### src/rtl/assert_pkg.sv
// Shared types and helpers for the assertion-library temporal checkers.
package assert_pkg;

   typedef enum logic [1:0] {
      CHK_PASS     = 2'd0,
      CHK_TIMEOUT  = 2'd1,
      CHK_EARLY    = 2'd2,
      CHK_SPURIOUS = 2'd3
   } chk_res_e;

   localparam int CHK_CNT_W = 16;

   // Wide enough that MAX_LAT+1 ages never alias modulo 2^CNT_W.
   function automatic int chk_cnt_w(input int max_lat);
      return $clog2(max_lat + 2) + 1;
   endfunction

   function automatic logic [CHK_CNT_W-1:0] sat_add(
      input logic [CHK_CNT_W-1:0] v,
      input logic [2:0]           inc
   );
      logic [CHK_CNT_W:0] s;
      s = {1'b0, v} + (CHK_CNT_W + 1)'(inc);
      return s[CHK_CNT_W] ? '1 : s[CHK_CNT_W-1:0];
   endfunction

endpackage

### src/rtl/assert_hist_match.sv
// Per-side history shift register, fill counter and start/end pattern compare.
module assert_hist_match
   import assert_pkg::*;
#(
   parameter int W    = 4,
   parameter int HIST = 1
) (
   input  logic         clk,
   input  logic         reset_n,
   input  logic         enable_i,
   input  logic [W-1:0] ev_i,
   input  logic [W-1:0] start_i,
   input  logic [W-1:0] end_i,
   output logic         match_o
);

   generate
      if (HIST == 0) begin : g_level
         logic unused_lvl;
         assign unused_lvl = ^{clk, reset_n, start_i};
         assign match_o    = enable_i && (ev_i == end_i);
      end else begin : g_hist
         localparam int FW = $clog2(HIST + 1);
         logic [W-1:0]  hist_q [HIST];
         logic [FW-1:0] fill_q;

         always_ff @(posedge clk or negedge reset_n) begin
            if (!reset_n) begin
               fill_q <= '0;
               for (int i = 0; i < HIST; i++) hist_q[i] <= '0;
            end else if (!enable_i) begin
               fill_q <= '0;
            end else begin
               hist_q[0] <= ev_i;
               for (int i = 1; i < HIST; i++) hist_q[i] <= hist_q[i-1];
               if (fill_q != FW'(HIST)) fill_q <= fill_q + 1'b1;
            end
         end

         assign match_o = enable_i && (fill_q == FW'(HIST)) &&
                          (ev_i == end_i) && (hist_q[HIST-1] == start_i);
      end
   endgenerate

endmodule

### config.mk
export PLATFORM = sky130hd
export DESIGN_NAME = assert_hist_match
export DESIGN_NICKNAME = d
export VERILOG_FILES = /design/src/rtl/assert_pkg.sv /design/src/rtl/assert_hist_match.sv
export SDC_FILE = /design/constraint.sdc
export NUM_CORES = 1
export LEC_CHECK = 0
export ABC_AREA = 1
export CAP_MARGIN = 20
export CORE_AREA = 2 2 39 41
export DETAILED_ROUTE_END_ITERATION = 16
export DIE_AREA = 0 0 41 43
export HOLD_SLACK_MARGIN = 0.06
export SLEW_MARGIN = 20
export SYNTH_ARGS = -nofsm -noshare
export SYNTH_HDL_FRONTEND = slang
export SYNTH_SLANG_ARGS = --single-unit
### constraint.sdc
create_clock -name clk -period 0.8 [get_ports clk]
set_input_delay 0.16 -clock clk [delete_from_list [all_inputs] [get_ports clk]]
set_output_delay 0.16 -clock clk [all_outputs]
set_load 0.01 [all_outputs]
# ---- After elaboration in Yosys (flattened, before gate mapping)
# Index checks and enable logic that the tools add are counted.
dict set report word_totals {
  wordCells 10
  out_inout_bits 1
  input_bits 15
  ff_bits 5
}
dict set report op_classes {
  n_reduce_logical 3
  eq_ne 2
  n_mux 2
  n_addsub 1
}
# cell count
set op_table {}
lappend op_table {{== test 4 bit} 2}
lappend op_table {{logical AND 1 bit} 3}
lappend op_table {{two-way mux 1 bit} 2}
lappend op_table {{adder 1 bit (second input constant)} 1}

# ---- Depth between registers and ports, before layout
# Gate-level depths: netlist of run 1.
dict set report logic_depth {
  word_depth 3
  depth_mapped 6
  mapped_depth_nobuf 6
}

# ---- Least setup slack after synthesis of run 1
# No wires, ideal clock.
dict set report synth_path {
  path_type {register to output}
  start {register g_hist.hist_q[1] (netlist name)}
  end {output match_o}
  path_buffers 0
  slack_ns -0.138
  required_time_ns 0.640
  path_stages_with_launch 6
  t_arrival_ns 0.778
  cell_sequence {dfrtp_1 nand2_1 nand2_1 nor2_1 nand3_1 nor2_1}
}
dict set report synth_via {
  elab_chain_len 2
}
# item line
set synth_lines {}
lappend synth_lines {{start, declared} assert_hist_match.sv:24} ;# logic [W-1:0] hist_q [HIST];
lappend synth_lines {{== test 4 bit} assert_hist_match.sv:41} ;# (ev_i == end_i) && (hist_q[HIST-1] == start_i);
lappend synth_lines {{logical AND 1 bit} assert_hist_match.sv:41}
lappend synth_lines {{end, declared} assert_hist_match.sv:14} ;# output logic match_o
# No other way between the ends.

# ---- Worst setup path after layout of run 1
dict set report layout_path {
  start {input ev_i[0]}
  end {output match_o}
}
dict set report layout_via {
  elab_chain_len 3
}
# item line
set layout_lines {}
lappend layout_lines {{start, declared} assert_hist_match.sv:11} ;# input logic [W-1:0] ev_i,
lappend layout_lines {{== test 4 bit} assert_hist_match.sv:41}
lappend layout_lines {{logical AND 1 bit} assert_hist_match.sv:40} ;# assign match_o = enable_i && (fill_q == FW'(HIST)) &&
lappend layout_lines {{logical AND 1 bit} assert_hist_match.sv:41}
# No other way between the ends.

==> results.json, run 1 <==
{
  "outcome": "finished with violations",
  "violations": "setup timing",
  "clockRootBuffer": "sky130_fd_sc_hd__clkbuf_4",
  "worst_pin_slew_ns": 0.2181,
  "finalCritPeriodShare_pct": 159.2,
  "fp.coreArea_um2": 1384,
  "fp-row-count": 14,
  "hold_path_class": "input pin to async pin",
  "netlist-cell-type-count": 9,
  "tritoncts.num_buffers": 3,
  "final_critical_path_setup_slack_ns": -0.4736,
  "finalMaxSlewViolations": 0,
  "synthesis.instances": 49,
  "drc": 0,
  "critical_path_arrival_ns": 1.11,
  "clk_pin_slew_worst_paths_ns": 0.04,
  "wirelength_per_cell_um": 7.244,
  "finalWirelength_um": 623,
  "max_cap_viol_count": 0,
  "num_antenna_cells": 0,
  "drt_first_pass_iters": 3,
  "design.die.area_um2": 1763,
  "cts_htree_levels": 1,
  "die_width_um": 41,
  "p_leak_nw": 0.3018,
  "final_hold_viol_count": 0,
  "gr-usage-all-layers_pct": 9.798,
  "tritoncts_clock_tree": "yes",
  "synth_fp_nets": 64,
  "setup.worst_path.class": "input pin to primary output",
  "rsz_0062_raised_after_global_routing": "true",
  "start_util_pct": 22.78,
  "r2r_setup_slack_ns": 0.04,
  "area_delta_synth_final_pct": 65.48,
  "design.final.nets": 86,
  "final.fill_count": 159,
  "setup-violations-final": 1,
  "crit_required_ns": 0.64,
  "dr_vias_cell": 3.767,
  "worst_skew_pair.late_latency_ns": 0.24,
  "post_synth_instance_area_um2": 315.3,
  "synth.yosys.seq_area_share_pct": 39.68,
  "tritoncts_num_sinks": 5,
  "multiInputGateArea_um2": 151.4,
  "syn-mean-instance-area_um2": 6.435,
  "dp_hpwl_um": 538.5,
  "max-clock-path-buffers": 2,
  "regArea_um2": 125.1,
  "yosys_register_bits": 5,
  "number_of_setup_buffers_added_after_cts": 0,
  "place.gp.congestion": 0.6471,
  "timing.critical_path.from_type": "input pin",
  "post-route-min-period_ns": 1.274,
  "worst_slew_margin_rel_pct": 85.42,
  "vias": 324,
  "worst_ir_drop_vdd_uv": 534.5,
  "floorplan.die.height_um": 43,
  "totalNegativeSetupSlack_ns": -0.4736,
  "placement.setup.worst_slack_ns": -0.9544,
  "postRouteAntennaNets": 0,
  "critical_path_capture_point_type": "primary output",
  "detailedRoute.firstIterationViolations": 2,
  "gr-total-overflow": 0,
  "fmax_mhz": 785.2,
  "final.setup_skew_ns": 0,
  "first_global_vias": 299,
  "p_per_area_nw_per_um2": 1413,
  "crit_path_max_fanout": 2,
  "layout_cells_sized_above_1_pct": 12.86,
  "top_level_ports": 16,
  "initial_antenna_violation_count": 0,
  "synth.yosys.warnings": 0,
  "numPortBuffers": 15,
  "grt_pass1_wl_um": 1083,
  "grt_start_max_net_pins": 9
}
[where the power goes]
group          switching, mW  internal [mW]  total, mW
Sequential            0.0110          0.275      0.286
Combinational         0.0690         0.0951      0.164
Clock                 0.0985          0.188      0.287
Total                  0.179          0.559      0.737
[cells in the mapped netlist, drive strengths merged]
| cell | n | share of area, % |
|---|---|---|
| nand3 | 2 | 3.2 |
| dfrtp | 5 | 40 |
| xnor2 | 2 | 5.6 |
| nand2 | 19 | 23 |
| mux2 | 1 | 3.6 |
| nor2 | 5 | 6.0 |
| o21ai | 3 | 4.8 |
| a21oi | 1 | 1.6 |
| inv | 11 | 13 |
[logic make-up (layout without fill, tap and decap cells)]
group | count (synthesis) | in the layout | share of synthesized area (%)
mux | 1 | 1 | 3.571
simple gates | 26 | 26 | 31.75
flops | 5 | 5 | 39.68
xor+xnor | 2 | 2 | 5.557
compound gates | 4 | 4 | 6.346
buf+inv | 11 | 32 | 13.10
[registers in the layout (all words and copies together) (netlist names)]
signal and cells:
g_hist.hist_q 4, g_hist.fill_q 1
[routing by layer]
layer | GRT usage (%) | up-vias | part of all wire, %
met2 | 13.44 | 7 | 51
li1 | - | 186 | -
met3 | 3.141 | 0 | 6.3
met1 | 10.82 | 131 | 43
met4 | 10.00 | 0 | 0
met5 | 0 | - | 0
[layout make-up]
cell class / count / share of cell area [%]
timing repair buffer: 17 / 30.22
sequential: 5 / 23.98
inverter: 11 / 7.914
multi-input combinational: 33 / 29.02
tap: 16 / 3.837
clock buffer: 4 / 5.036
[placed cells by master (no fill, tap or decap)]
master                            netlist  layout
sky130_fd_sc_hd__nor2_1                 5       4
sky130_fd_sc_hd__mux2_2                 1       1
sky130_fd_sc_hd__o21ai_0                3       2
sky130_fd_sc_hd__dlygate4sd2_1          0       6
sky130_fd_sc_hd__clkbuf_4               0       3
sky130_fd_sc_hd__inv_1                 11      10
sky130_fd_sc_hd__xnor2_1                2       2
sky130_fd_sc_hd__o21ai_1                0       1
sky130_fd_sc_hd__buf_4                  0       2
sky130_fd_sc_hd__dfrtp_1                5       5
sky130_fd_sc_hd__nand2_1               19      19
sky130_fd_sc_hd__inv_2                  0       1
sky130_fd_sc_hd__dlymetal6s2s_1         0       2
sky130_fd_sc_hd__nor2_2                 0       1
sky130_fd_sc_hd__clkbuf_1               0       1
sky130_fd_sc_hd__clkdlybuf4s50_1        0       6
sky130_fd_sc_hd__nand3_1                2       2
sky130_fd_sc_hd__buf_2                  0       1
sky130_fd_sc_hd__a21oi_1                1       1
[metrics by stage]
stage                     cells  total power [mW]  hold WS [ns]  area (um2)  util, %
final                        86            0.7372        0.1355       521.8    37.70
after floorplan              49            0.3588       -0.1356       317.8        -
after global routing         86            0.8068        0.1495       521.8    37.70
after detailed placement     82            0.4685        0.4025       503.0    36.35
after CTS                    86            0.7560        0.1425       516.7    37.34
after global placement       82            0.4660        0.3981       503.0    36.35
[critical path, stage by stage]
cell and delay, ns:
sky130_fd_sc_hd__clkdlybuf4s50_1 0.49, sky130_fd_sc_hd__xnor2_1 0.13, sky130_fd_sc_hd__nand3_1 0.11, sky130_fd_sc_hd__nor2_2 0.10, sky130_fd_sc_hd__buf_2 0.12
[path summary, 6_finish.rpt]
path | start | to | cells past startpoint
worst max-delay path | ev_i[0] | match_o | 5
worst min-delay path | reset_n | g_hist.hist_q[1] | 1
worst max register to register | g_hist.hist_q[2] | g_hist.hist_q[2] | 1
worst min register to register | g_hist.hist_q[2] | g_hist.hist_q[2] | 1
max in group asynchronous | reset_n | g_hist.hist_q[3] | 1
min in group clk | ev_i[3] | g_hist.hist_q[3] | 3
[timing repair]
action / CTS / global route
pin swaps: 2 / 3
endpoints found under the hold margin: 0 / 0
gates resized for setup: 11 / 3
endpoints found under the setup margin: 2 / 2
hold buffers: 0 / 0
No activity file was read; power rests on OpenSTA's default activity.
==> run 2, diff against run 1 <==
--- a/config.mk
+++ b/config.mk
@@ -11,7 +11,9 @@
 export DETAILED_ROUTE_END_ITERATION = 16
 export DIE_AREA = 0 0 41 43
 export HOLD_SLACK_MARGIN = 0.06
+export SKIP_CTS_REPAIR_TIMING = 1
 export SLEW_MARGIN = 20
 export SYNTH_ARGS = -nofsm -noshare
 export SYNTH_HDL_FRONTEND = slang
 export SYNTH_SLANG_ARGS = --single-unit
+export TNS_END_PERCENT = 10
==> results.json, run 2 (synthesized netlist as in run 1, its figures left out) <==
{
  "outcome": "finished with violations",
  "violations": "setup timing",
  "max-clock-path-buffers": 2,
  "setup-violations-final": 1,
  "total_power_mw": 0.7474,
  "p_leak_nw": 0.3392,
  "fp-row-count": 14,
  "dr_vias_cell": 3.779,
  "final_design_area_excluding_fillers_um2": 545.5,
  "layout_cells_sized_above_1_pct": 14.29,
  "die_width_um": 41,
  "largestRegisters": "g_hist.hist_q (4), g_hist.fill_q (1)",
  "area_delta_synth_final_pct": 73.02,
  "clockRootBuffer": "sky130_fd_sc_hd__clkbuf_4",
  "setup.worst_path.class": "input pin to primary output",
  "worst_ir_drop_vdd_uv": 538.3,
  "floorplan.die.height_um": 43,
  "initial_antenna_violation_count": 0,
  "top_level_ports": 16,
  "worst_skew_pair.late_latency_ns": 0.24,
  "cp-startpoint": "ev_i[0]",
  "multiInputGateArea_um2": 155.1,
  "p_per_area_nw_per_um2": 1370,
  "worstReg2RegStart": "g_hist.hist_q[2]",
  "worst_slew_margin_rel_pct": 85.40,
  "mostFrequentLayoutCell": "sky130_fd_sc_hd__nand2_1",
  "drt_first_pass_iters": 3,
  "num_antenna_cells": 0,
  "largest_reg_flops": 4,
  "max_cap_viol_count": 0,
  "hold_path_class": "input pin to async pin",
  "place.gp.congestion": 0.6471,
  "start_util_pct": 22.78,
  "design.die.area_um2": 1763,
  "critical_path_arrival_ns": 1.11,
  "most-common-layout-cells": "sky130_fd_sc_hd__nand2_1, sky130_fd_sc_hd__inv_1, sky130_fd_sc_hd__dlymetal6s2s_1, sky130_fd_sc_hd__clkdlybuf4s50_1, sky130_fd_sc_hd__dfrtp_1",
  "vias": 325,
  "gr-total-overflow": 0,
  "fmax_mhz": 784.7,
  "regArea_um2": 125.1,
  "postPlaceCellArea_um2": 503.0,
  "critical_path_capture_point_type": "primary output",
  "timing.critical_path.from_type": "input pin",
  "final.setup_skew_ns": 0,
  "crit_path_max_fanout": 2,
  "post-route-min-period_ns": 1.274,
  "drc": 0,
  "worst_hold_slack_ns": 0.1356,
  "detailedRoute.firstIterationViolations": 2,
  "cts_htree_levels": 1,
  "timing.reg2reg.worst_path_depth": 1,
  "largest-register": "g_hist.hist_q",
  "tritoncts_num_sinks": 5,
  "dp_hpwl_um": 538.5,
  "numPortBuffers": 15,
  "totalNegativeSetupSlack_ns": -0.4744,
  "gr-usage-all-layers_pct": 9.899,
  "fp.coreArea_um2": 1384,
  "grt_start_max_net_pins": 9,
  "reg2reg_to": "g_hist.hist_q[2]",
  "rsz_0062_raised_after_global_routing": "true",
  "grt_pass1_wl_um": 1097,
  "finalWirelength_um": 636,
  "postRouteAntennaNets": 0,
  "wirelength_per_cell_um": 7.395,
  "r2r_setup_slack_ns": 0.04,
  "first_global_vias": 303,
  "design.final.nets": 86,
  "finalMaxSlewViolations": 0,
  "clk_pin_slew_worst_paths_ns": 0.04,
  "worst_pin_slew_ns": 0.2183,
  "final_critical_path_setup_slack_ns": -0.4744,
  "tritoncts_clock_tree": "yes",
  "final_hold_viol_count": 0,
  "crit_required_ns": 0.64,
  "finalCritPeriodShare_pct": 159.3,
  "final.fill_count": 158,
  "tritoncts.num_buffers": 3
}
run 2: changes by cell type in the layout (fill, tap and decap cells not counted):
cell / change
sky130_fd_sc_hd__a21oi_2: +1
sky130_fd_sc_hd__dlymetal6s2s_1: +5
sky130_fd_sc_hd__clkdlybuf4s50_1: +1
sky130_fd_sc_hd__a21oi_1: -1
sky130_fd_sc_hd__dlygate4sd2_1: -6
run 2: power breakdown:
part	leakage, nW	switching (mW)	internal, mW	total (mW)
clock network	0.0150	0.0986	0.188	0.287
logic	0.264	0.0713	0.103	0.174
registers	0.0598	0.0111	0.275	0.286
run 2: layer usage:
| metal | up-vias | part of all wire (%) | GRT usage, % |
|---|---|---|---|
| li1 | 188 | - | - |
| met5 | - | 0 | 0 |
| met1 | 130 | 44 | 10.82 |
| met4 | 0 | 0 | 10.00 |
| met3 | 0 | 6.1 | 3.141 |
| met2 | 7 | 50 | 13.75 |
run 2: worst max-delay path: stages:
cell and delay, ns:
sky130_fd_sc_hd__clkdlybuf4s50_1 0.49, sky130_fd_sc_hd__xnor2_1 0.13, sky130_fd_sc_hd__nand3_1 0.11, sky130_fd_sc_hd__nor2_2 0.10, sky130_fd_sc_hd__buf_2 0.12
run 2: stage by stage:
step | util (%) | setup slack (ns) | cells
after floorplan | - | -0.1119 | 49
after global placement | 36.35 | -0.9535 | 82
after detailed placement | 36.35 | -0.9544 | 82
after CTS | 38.25 | -0.9648 | 86
after global routing | 39.42 | -0.5492 | 86
final | 39.42 | -0.4744 | 86
run 2: how the worst max path moves through the flow:
stage	to	cells after the start
floorplan	match_o	5
global placement	match_o	8
detailed placement	match_o	8
CTS	match_o	8
global route	match_o	7
finish	match_o	5
run 2: cell type report:
type                            count  area share [%]
Inverter                           11           7.569
Multi-Input combinational cell     33           28.44
Tap cell                           16           3.670
Timing Repair Buffer               17           32.57
Clock buffer                        4           4.817
Sequential cell                     5           22.94
==> run 3, diff against run 2 <==
==> constraint.sdc (replaced) <==
create_clock -name clk -period 0.8 [get_ports clk]
set_input_delay 0.16 -clock clk [delete_from_list [all_inputs] [get_ports clk]]
set_output_delay 0.16 -clock clk [all_outputs]
set_load 0.005 [all_outputs]
==> results.json, run 3 (synthesized netlist as in run 1, its figures left out) <==
{
  "power_frac_seq_pct": 38.5,
  "design.die.area_um2": 1763,
  "critical_path.n_buffers_inverters": 2,
  "max_cap_viol_count": 0,
  "drc": 0,
  "fp-row-count": 14,
  "gr-total-overflow": 0,
  "fmax_mhz": 807.8,
  "area_delta_synth_final_pct": 80.16,
  "worst_ir_drop_vdd_uv": 588.5,
  "series_of_cell_instances_along_the_critical_path": "inv_2, nand2_1, nand2_1, nor2_1, nand3_1, nor2_1, buf_2",
  "p_leak_nw": 0.3833,
  "violations": "setup timing",
  "setup.worst_path.class": "flop to primary output",
  "r2r_setup_slack_ns": 0.05,
  "clockRootBuffer": "sky130_fd_sc_hd__clkbuf_4",
  "rsz_0062_raised_after_global_routing": "true",
  "internal_power_mw": 0.5689,
  "final_critical_path_setup_slack_ns": -0.4380,
  "cts_htree_levels": 1,
  "final_hold_viol_count": 0,
  "post-route-util_pct": 41.05,
  "grt_start_max_net_pins": 9,
  "dp_hpwl_um": 585.3,
  "totalNegativeSetupSlack_ns": -0.4380,
  "num_antenna_cells": 0,
  "wirelength_per_cell_um": 7.773,
  "tritoncts.num_buffers": 3,
  "stages_on_worst_setup_path": 7,
  "setup-violations-final": 1,
  "cp-startpoint": "g_hist.hist_q[0]",
  "fp.coreArea_um2": 1384,
  "first_global_vias": 324,
  "timing.reg2reg.worst_path_depth": 1,
  "vias": 342,
  "place.gp.congestion": 0.7435,
  "critical_path_arrival_ns": 1.08,
  "worst_skew_pair.late_latency_ns": 0.23,
  "worst_slew_margin_rel_pct": 84.75,
  "tritoncts_clock_tree": "yes",
  "cp_slowest_stage_delay_ns": 0.35,
  "outcome": "finished with violations",
  "gr-usage-all-layers_pct": 9.990,
  "initial_antenna_violation_count": 0,
  "largestRegisters": "g_hist.hist_q (4), g_hist.fill_q (1)",
  "comb_power_share_pct": 24.0,
  "timing.critical_path.from_type": "flop",
  "critical_path_capture_point_type": "primary output",
  "crit_path_max_fanout": 2,
  "mostFrequentLayoutCell": "sky130_fd_sc_hd__nand2_1",
  "total_power_mw": 0.7446,
  "numPortBuffers": 15,
  "clk_pin_slew_worst_paths_ns": 0.04,
  "largest-register": "g_hist.hist_q",
  "grt_pass1_wl_um": 1138,
  "critical_path_sink": "match_o",
  "finalWirelength_um": 684,
  "postRouteAntennaNets": 0,
  "top_level_ports": 16,
  "design.final.nets": 88,
  "detailedRoute.firstIterationViolations": 1,
  "power.switching_mw": 0.1757,
  "max-clock-path-buffers": 2,
  "power.switching_fraction_pct": 23.59,
  "largest_reg_flops": 4,
  "final.setup_skew_ns": 0,
  "dr_vias_cell": 3.886,
  "crit_family": "simple AND/OR/NAND/NOR gates",
  "layout_cells_sized_above_1_pct": 18.06,
  "drt_first_pass_iters": 2,
  "post-route-min-period_ns": 1.238,
  "floorplan.die.height_um": 43,
  "worst_pin_slew_ns": 0.2280,
  "finalMaxSlewViolations": 0,
  "postPlaceCellArea_um2": 515.5,
  "p_per_area_nw_per_um2": 1311,
  "most-common-layout-cells": "sky130_fd_sc_hd__nand2_1, sky130_fd_sc_hd__dlymetal6s2s_1, sky130_fd_sc_hd__inv_1, sky130_fd_sc_hd__nor2_1, sky130_fd_sc_hd__dfrtp_1",
  "tritoncts_num_sinks": 5,
  "power.share.clock_pct": 37.5,
  "critPathSlowestCell": "sky130_fd_sc_hd__dfrtp_1",
  "finalCritPeriodShare_pct": 154.7,
  "hold_path_class": "input pin to async pin",
  "worstReg2RegStart": "g_hist.hist_q[2]",
  "crit_required_ns": 0.64,
  "final_design_area_excluding_fillers_um2": 568.0,
  "start_util_pct": 22.78,
  "reg2reg_to": "g_hist.hist_q[2]",
  "die_width_um": 41
}
-- run 3: changes by cell type in the layout (fill, tap and decap cells not counted) --
cell	previous run	this run
sky130_fd_sc_hd__clkdlybuf4s50_1	7	3
sky130_fd_sc_hd__dlymetal6s2s_1	7	11
sky130_fd_sc_hd__buf_4	2	4
sky130_fd_sc_hd__inv_1	10	8
sky130_fd_sc_hd__inv_2	1	3
sky130_fd_sc_hd__nor2_1	4	5
sky130_fd_sc_hd__nor2_2	1	0
sky130_fd_sc_hd__o21ai_0	2	3
sky130_fd_sc_hd__o21ai_1	1	0
-- run 3: power by group through the flow --
stage	Combinational, mW	Clock, mW	Sequential, mW
finish	0.179	0.279	0.287
global route	0.203	0.306	0.290
CTS	0.187	0.293	0.285
detailed placement	0.186	0	0.289
global placement	0.184	0	0.288
floorplan	0.0707	0	0.287
-- run 3: worst min path at each step --
stage / startpoint / endpoint / slack [ns] / cells after the start
floorplan: reset_n / g_hist.fill_q / -0.14 / 0
global placement: reset_n / g_hist.hist_q[0] / 0.40 / 1
detailed placement: reset_n / g_hist.hist_q[0] / 0.40 / 1
CTS: reset_n / g_hist.hist_q[0] / 0.15 / 1
global route: reset_n / g_hist.fill_q / 0.16 / 1
finish: reset_n / g_hist.hist_q[0] / 0.15 / 1
-- run 3: area by class of cell --
| class | instances | area (um2) |
|---|---|---|
| well taps | 16 | 20.02 |
| inverters | 11 | 41.29 |
| fillers | 166 | 815.8 |
| clock buffers | 4 | 26.28 |
| repair buffers | 19 | 202.7 |
| flip-flops and latches | 5 | 125.1 |
| multi-input cells | 33 | 152.6 |
-- run 3: through the flow --
stage	std cells	hold slack (ns)	setup slack (ns)
after global routing	88	0.1630	-0.5193
after detailed placement	84	0.3988	-0.9234
final	88	0.1464	-0.4380
after CTS	88	0.1455	-0.9365
after global placement	84	0.4003	-0.9320
after floorplan	49	-0.1356	-0.07411
-- run 3: routing by layer --
metal	global-route usage, %	wire [um]
met3	2.094	39
met1	9.477	277
met5	0	0
met4	8.000	0
met2	16.88	367
